**src/rtl/jt053246_draw.sv**
```systemverilog
// Sprite line drawer: fetches one 16-pixel row of a 4bpp tile, applies h-zoom/flip, writes opaque pixels to the line buffer.
// Optional shadow marking is enabled with `define JT053246_DRAW_SHADOW_EN.
module jt053246_draw #(
    parameter int unsigned BW     = 9,
    parameter int unsigned HZ_ONE = 64,
    parameter int unsigned MAXPX  = 255
) (
    input  logic          clk,
    input  logic          rst,
    input  logic          cen,
    input  logic          dr_start,
    output logic          dr_busy,
    input  logic [15:0]   code,
    input  logic [9:0]    attr,
    input  logic          hflip,
    input  logic          vflip,
    input  logic [8:0]    hpos,
    input  logic [3:0]    ysub,
    input  logic [9:0]    hzoom,
    input  logic          hz_keep,
`ifdef JT053246_DRAW_SHADOW_EN
    input  logic [1:0]    shd,
`endif
    output logic [20:0]   rom_addr,
    output logic          rom_cs,
    input  logic          rom_ok,
    input  logic [31:0]   rom_data,
    output logic [BW-1:0] buf_addr,
`ifdef JT053246_DRAW_SHADOW_EN
    output logic [15:0]   buf_din,
`else
    output logic [13:0]   buf_din,
`endif
    output logic          buf_we
);

    localparam int unsigned AW = 11;
    localparam int unsigned CW = $clog2(MAXPX + 1);
`ifdef JT053246_DRAW_SHADOW_EN
    localparam int unsigned DW = 16;
`else
    localparam int unsigned DW = 14;
`endif
    localparam logic [AW-1:0] ACC_END = AW'(16 << 6);

    typedef enum logic [1:0] {ST_IDLE, ST_FETCH0, ST_FETCH1, ST_DRAW} state_t;

    state_t          r_state;
    state_t          w_state_nx;

    logic [15:0]     r_code;
    logic [3:0]      r_row;
    logic [9:0]      r_attr;
    logic            r_hflip;
    logic [9:0]      r_step;
    logic [63:0]     r_pix;
    logic [BW-1:0]   r_pos;
    logic [AW-1:0]   r_acc;
    logic [CW-1:0]   r_cnt;
`ifdef JT053246_DRAW_SHADOW_EN
    logic [1:0]      r_shd;
`endif

    logic            r_busy;
    logic            r_rom_cs;
    logic [20:0]     r_rom_addr;
    logic [BW-1:0]   r_buf_addr;
    logic [DW-1:0]   r_buf_din;
    logic            r_buf_we;

    logic [3:0]      w_row_in;
    logic [9:0]      w_step_in;
    logic [AW-1:0]   w_acc_keep;
    logic [3:0]      w_src;
    logic [3:0]      w_col;
    logic [5:0]      w_sh;
    logic [3:0]      w_pen;
    logic [AW-1:0]   w_acc_sum;
    logic            w_last;

    logic            w_busy_nx;
    logic            w_rom_cs_nx;
    logic [20:0]     w_rom_addr_nx;
    logic [BW-1:0]   w_buf_addr_nx;
    logic [DW-1:0]   w_buf_din_nx;
    logic            w_buf_we_nx;

    assign dr_busy  = r_busy;
    assign rom_cs   = r_rom_cs;
    assign rom_addr = r_rom_addr;
    assign buf_addr = r_buf_addr;
    assign buf_din  = r_buf_din;
    assign buf_we   = r_buf_we;

    // Tile-start helpers and per-pixel source selection
    always_comb begin
        w_row_in   = ysub ^ {4{vflip}};
        w_step_in  = (hzoom == 10'd0) ? 10'(HZ_ONE) : hzoom;
        w_acc_keep = r_acc[10] ? {1'b0, r_acc[9:0]} : '0;
        w_src      = r_acc[9:6];
        w_col      = r_hflip ? ~w_src : w_src;
        w_sh       = {~w_col, 2'b00};
        w_pen      = r_pix[w_sh +: 4];
        w_acc_sum  = r_acc + AW'(r_step);
        w_last     = (w_acc_sum >= ACC_END) || (r_cnt == CW'(MAXPX - 1));
    end

    always_ff @(posedge clk) begin
        if (rst) begin
            r_state <= ST_IDLE;
        end else if (cen) begin
            r_state <= w_state_nx;
        end
    end

    always_comb begin
        w_state_nx = r_state;
        case (r_state)
            ST_IDLE:   if (dr_start) w_state_nx = ST_FETCH0;
            ST_FETCH0: if (rom_ok)   w_state_nx = ST_FETCH1;
            ST_FETCH1: if (rom_ok)   w_state_nx = ST_DRAW;
            ST_DRAW:   if (w_last)   w_state_nx = ST_IDLE;
            default:                 w_state_nx = ST_IDLE;
        endcase
    end

    // Next values of the registered outputs
    always_comb begin
        w_busy_nx     = r_busy;
        w_rom_cs_nx   = r_rom_cs;
        w_rom_addr_nx = r_rom_addr;
        w_buf_addr_nx = r_buf_addr;
        w_buf_din_nx  = r_buf_din;
        w_buf_we_nx   = 1'b0;
        case (r_state)
            ST_IDLE: begin
                if (dr_start) begin
                    w_busy_nx     = 1'b1;
                    w_rom_cs_nx   = 1'b1;
                    w_rom_addr_nx = {code, w_row_in, 1'b0};
                end
            end
            ST_FETCH0: begin
                if (rom_ok) w_rom_addr_nx = {r_code, r_row, 1'b1};
            end
            ST_FETCH1: begin
                if (rom_ok) w_rom_cs_nx = 1'b0;
            end
            ST_DRAW: begin
                w_buf_we_nx   = (w_pen != 4'd0);
                w_buf_addr_nx = r_pos;
`ifdef JT053246_DRAW_SHADOW_EN
                // Pen 15 on a shadowed sprite is a marker, not a colour
                w_buf_din_nx  = (w_pen == 4'hF && r_shd != 2'd0) ?
                                {r_shd, 10'd0, w_pen} : {r_shd, r_attr, w_pen};
`else
                w_buf_din_nx  = {r_attr, w_pen};
`endif
                if (w_last) w_busy_nx = 1'b0;
            end
            default: begin
                w_busy_nx   = 1'b0;
                w_rom_cs_nx = 1'b0;
            end
        endcase
    end

    always_ff @(posedge clk) begin
        if (rst) begin
            r_busy     <= 1'b0;
            r_rom_cs   <= 1'b0;
            r_rom_addr <= '0;
            r_buf_addr <= '0;
            r_buf_din  <= '0;
            r_buf_we   <= 1'b0;
            r_code     <= '0;
            r_row      <= '0;
            r_attr     <= '0;
            r_hflip    <= 1'b0;
            r_step     <= '0;
            r_pix      <= '0;
            r_pos      <= '0;
            r_acc      <= '0;
            r_cnt      <= '0;
`ifdef JT053246_DRAW_SHADOW_EN
            r_shd      <= '0;
`endif
        end else if (cen) begin
            r_busy     <= w_busy_nx;
            r_rom_cs   <= w_rom_cs_nx;
            r_rom_addr <= w_rom_addr_nx;
            r_buf_addr <= w_buf_addr_nx;
            r_buf_din  <= w_buf_din_nx;
            r_buf_we   <= w_buf_we_nx;
            case (r_state)
                ST_IDLE: begin
                    if (dr_start) begin
                        r_code  <= code;
                        r_row   <= w_row_in;
                        r_attr  <= attr;
                        r_hflip <= hflip;
                        r_step  <= w_step_in;
                        r_cnt   <= '0;
`ifdef JT053246_DRAW_SHADOW_EN
                        r_shd   <= shd;
`endif
                        // Continuation keeps position and the fractional phase for seamless joins
                        r_pos   <= hz_keep ? r_pos : BW'(hpos);
                        r_acc   <= hz_keep ? w_acc_keep : '0;
                    end
                end
                ST_FETCH0: if (rom_ok) r_pix[63:32] <= rom_data;
                ST_FETCH1: if (rom_ok) r_pix[31:0]  <= rom_data;
                ST_DRAW: begin
                    r_pos <= r_pos + BW'(1);
                    r_acc <= w_acc_sum;
                    r_cnt <= r_cnt + CW'(1);
                end
                default: ;
            endcase
        end
    end

endmodule

```
**config.mk**
```make
export PLATFORM = sky130hd
export DESIGN_NAME = jt053246_draw
export DESIGN_NICKNAME = d
export VERILOG_FILES = /design/src/rtl/jt053246_draw.sv
export SDC_FILE = /design/constraint.sdc
export NUM_CORES = 1
export LEC_CHECK = 0
export ABC_CLOCK_PERIOD_IN_PS = 3850
export BUFFER_PORTS_ARGS = -buffer_cell sky130_fd_sc_hd__buf_2
export CAP_MARGIN = 30
export CORE_ASPECT_RATIO = 1.5
export CORE_MARGIN = 1
export CORE_UTILIZATION = 57
export CTS_CLUSTER_DIAMETER = 80
export DETAILED_ROUTE_END_ITERATION = 16
export HOLD_SLACK_MARGIN = 0.02
export PLACE_DENSITY = 0.83
export SYNTH_ARGS = -nofsm -noshare
export SYNTH_HDL_FRONTEND = slang
export SYNTH_SLANG_ARGS = --single-unit
```
**constraint.sdc**
```tcl
create_clock -name clk -period 3.85 [get_ports clk]
set_clock_uncertainty 0.15 [all_clocks]
set_input_delay 0.77 -clock clk [delete_from_list [all_inputs] [get_ports clk]]
set_output_delay 0.77 -clock clk [all_outputs]
set_load 0.02 [all_outputs]
```
==> metrics <==
number of different library cells in the post-synthesis netlist 60; min cycle time layout ~2900 ps; most common cell after layout, fill and taps aside sky130_fd_sc_hd__nand2_1; summed area of non-filler cells in the final layout 9868 µm²; max-slew violations 0; remaining global-route overflow 0; drt first pass iters 5; count of maximum capacitance violations 0; number of sinks driven by the clock tree 182; slowest cell on the critical path sky130_fd_sc_hd__fa_1; setup_tns 0 ps; HPWL after detailed placement ~15,000 µm; syn avg cell area 7.839 µm²; cell with the most instances on the worst path sky130_fd_sc_hd__a21oi_2; crit path cell chain ha_1 -> fa_1 -> a211oi_2 -> o21bai_2 -> a211o_1 -> a21oi_2 -> mux2_4 -> or3b_1 -> a21oi_2; CP max stage delay between 400 and 500 ps; setup repair after global routing missed its margin false; detail-routed net length per standard cell between 15 and 20 µm; Inserted Diodes 0; Final period util 75.45%; number of standard cells after synthesis 1,094; Chip Height 152.2 µm; number of rows in the core area 54; area enclosed by the die boundary 15,550 µm²; share of final-layout standard cells stronger than drive strength 1 17.34%; outcome finished clean; highest attainable clock frequency 0.3442 GHz; TritonCTS clock tree yes; Hold Crit Class register to register; global-route usage over all layers roughly 29%; Max transition margin 45.65%; WL final around 22,000 µm; buffers from clock root to sink, at most 2; commonest cells after routing, fill and taps aside sky130_fd_sc_hd__nand2_1 (292), sky130_fd_sc_hd__dfxtp_1 (182), sky130_fd_sc_hd__a21oi_1 (176); final layout net count about 1,300; number of enable-type register cells in the synthesized netlist 0; type of the setup path with the least slack register to register; prevailing post-synth register cell sky130_fd_sc_hd__dfxtp_1; clock tree root driver cell sky130_fd_sc_hd__clkbuf_16; Setup-failing EPs final 0; maximum number of pins on one net before global-route repair 78; Placement Cell Area about 9000 µm²; arrival time of data at the critical path endpoint 3120 ps; share of synthesized flip-flops with an asynchronous set or reset 0%; number of global-route vias before repair 7,812; Port Buffers 135; Core ar. 14,590 µm²; via/cell ratio 5.815; cts bufs inserted 17; CTS HTree Levels 4; power share of the sequential group roughly 47%; total via count after detailed routing roughly 8,100; Worst Hold Slack around 300 ps; CP Max Fanout 5; die width just over 100 µm; post-CTS clock slew at the launch and capture registers of the worst setup and hold paths 70 ps; Synthesis Warnings 0; post-CTS setup repair buffer count 0; relative contribution of the clock network to total power between 40% and 50%; PwrDens around 430 nW/µm²; number of top-level design ports roughly 140; Leak Pwr 0.003724 µW; critical path data required time roughly 4000 ps; slew at the pin with the worst max-slew slack between 800 and 900 ps; clock latency on the worst-skew pair roughly 440 ps; Mapped Area roughly 8600 µm²; initial antenna violation count 0; Layout area overhead 15.07%; register area share after synthesis a little over two fifths; wire length of the first global-routing pass approximately 36,000 µm; kind of end point of the critical path register; count of unresolved DRC violations after routing 0; worst reg2reg setup slack 950 ps; net switching fraction of the power 25.28%; Routability Congestion 0.8924; effective utilization at floorplan 58.76%; kind of start point of the critical path register; VDD IR-drop max 479.0 µV; number of hold violations in the final report 0; internal power 3202 µW; Yosys reg bits 182; switching pwr 1083 µW; fraction of power consumed by combinational cells between 10% and 20%; starting DRC count in detailed routing just under 400; antenna viol nets, final 0; syn nets 1,201; CTS-repair resized insts 0; number of hold buffers added after cts 0
path summary, 6_finish.rpt:
kind	from	to	depth (start not counted)
max	r_step[0]	r_state[1]	9
min	r_attr[8]	buf_din[12]	2
max reg2reg	r_step[0]	r_state[1]	9
min reg2reg	r_attr[8]	buf_din[12]	2
kinds of logic (layout without fill, tap and decap cells):
group,Yosys count,count (layout),share of synthesized area [%]
buffers and inverters,97,197,5.369
multiplexers,28,28,3.502
adder cells (fa/ha/maj),18,18,2.714
AO/OA/AOI/OAI,317,317,22.85
XOR/XNOR,18,18,1.838
AND/OR/NAND/NOR,434,434,21.24
flip-flops,182,182,42.49
per-layer routing:
metal	vias up	GRT usage, %	routed length (µm)
met5	-	0	0
met4	0	14.83	893
met3	73	7.339	1419
met2	292	51.04	11300
met1	3761	30.85	8397
li1	3957	-	-
power by group through the flow:
stage	sequential, µW	clock, µW	combinational (µW)
final	2000	1840	447
after global routing	2010	1930	490
after CTS	2000	1850	448
after detailed placement	2040	0	446
after global placement	2040	0	435
after floorplan	2060	0	271
area by class of cell:
class	instances	area (µm²)
repair buffers	153	825.8
clock buffers	20	466.7
multi-input cells	815	4474
clock inverters	12	165.2
flip-flops and latches	182	3643
fillers	1280	4726
well taps	196	245.2
inverters	12	47.55
synth_stat cells, drive strengths merged (7+ instances only):
library cell	instances	area (µm²)
buf	30	206.4
a211oi	35	267.8
inv	12	47.55
or3	7	43.79
a22oi	29	217.7
and3	9	56.30
nor2	68	257.8
a21oi	179	907.1
xnor2	9	78.83
mux2i	24	240.2
clkbuf	55	206.5
dfxtp	182	3643
a221oi	22	224.0
nand2b	7	43.79
xor2	9	78.83
ha	17	212.7
nand3	15	75.07
nand2	292	1096
o21ai	23	115.1
through the flow:
stage	worst slack (ps)	util [%]	instances	total power [µW]
2_1_floorplan	1090	-	1094	2334
3_3_place_gp	997.2	63.29	1358	2474
3_5_place_dp	940.8	63.29	1358	2486
4_1_cts	925.0	67.62	1390	4300
5_1_grt	824.3	67.62	1390	4430
6_report	945.1	67.62	1390	4285
state kept, by name, indices dropped and copies added (netlist names), 2 cells and up:
name,flops
r_code,16
r_step,10
r_attr,10
rom_addr,21
r_row,4
r_acc,11
r_pix,64
r_pos,9
buf_addr,9
r_state,2
buf_din,14
r_cnt,8
critical path, delay by kind of cell, from the launching register on:
family	cells	cell delay, ps
flops	1	320
fa+ha+maj	2	650
compound gates	5	970
mux	1	340
simple gates	1	400
(Power assumes the default switching activity.)
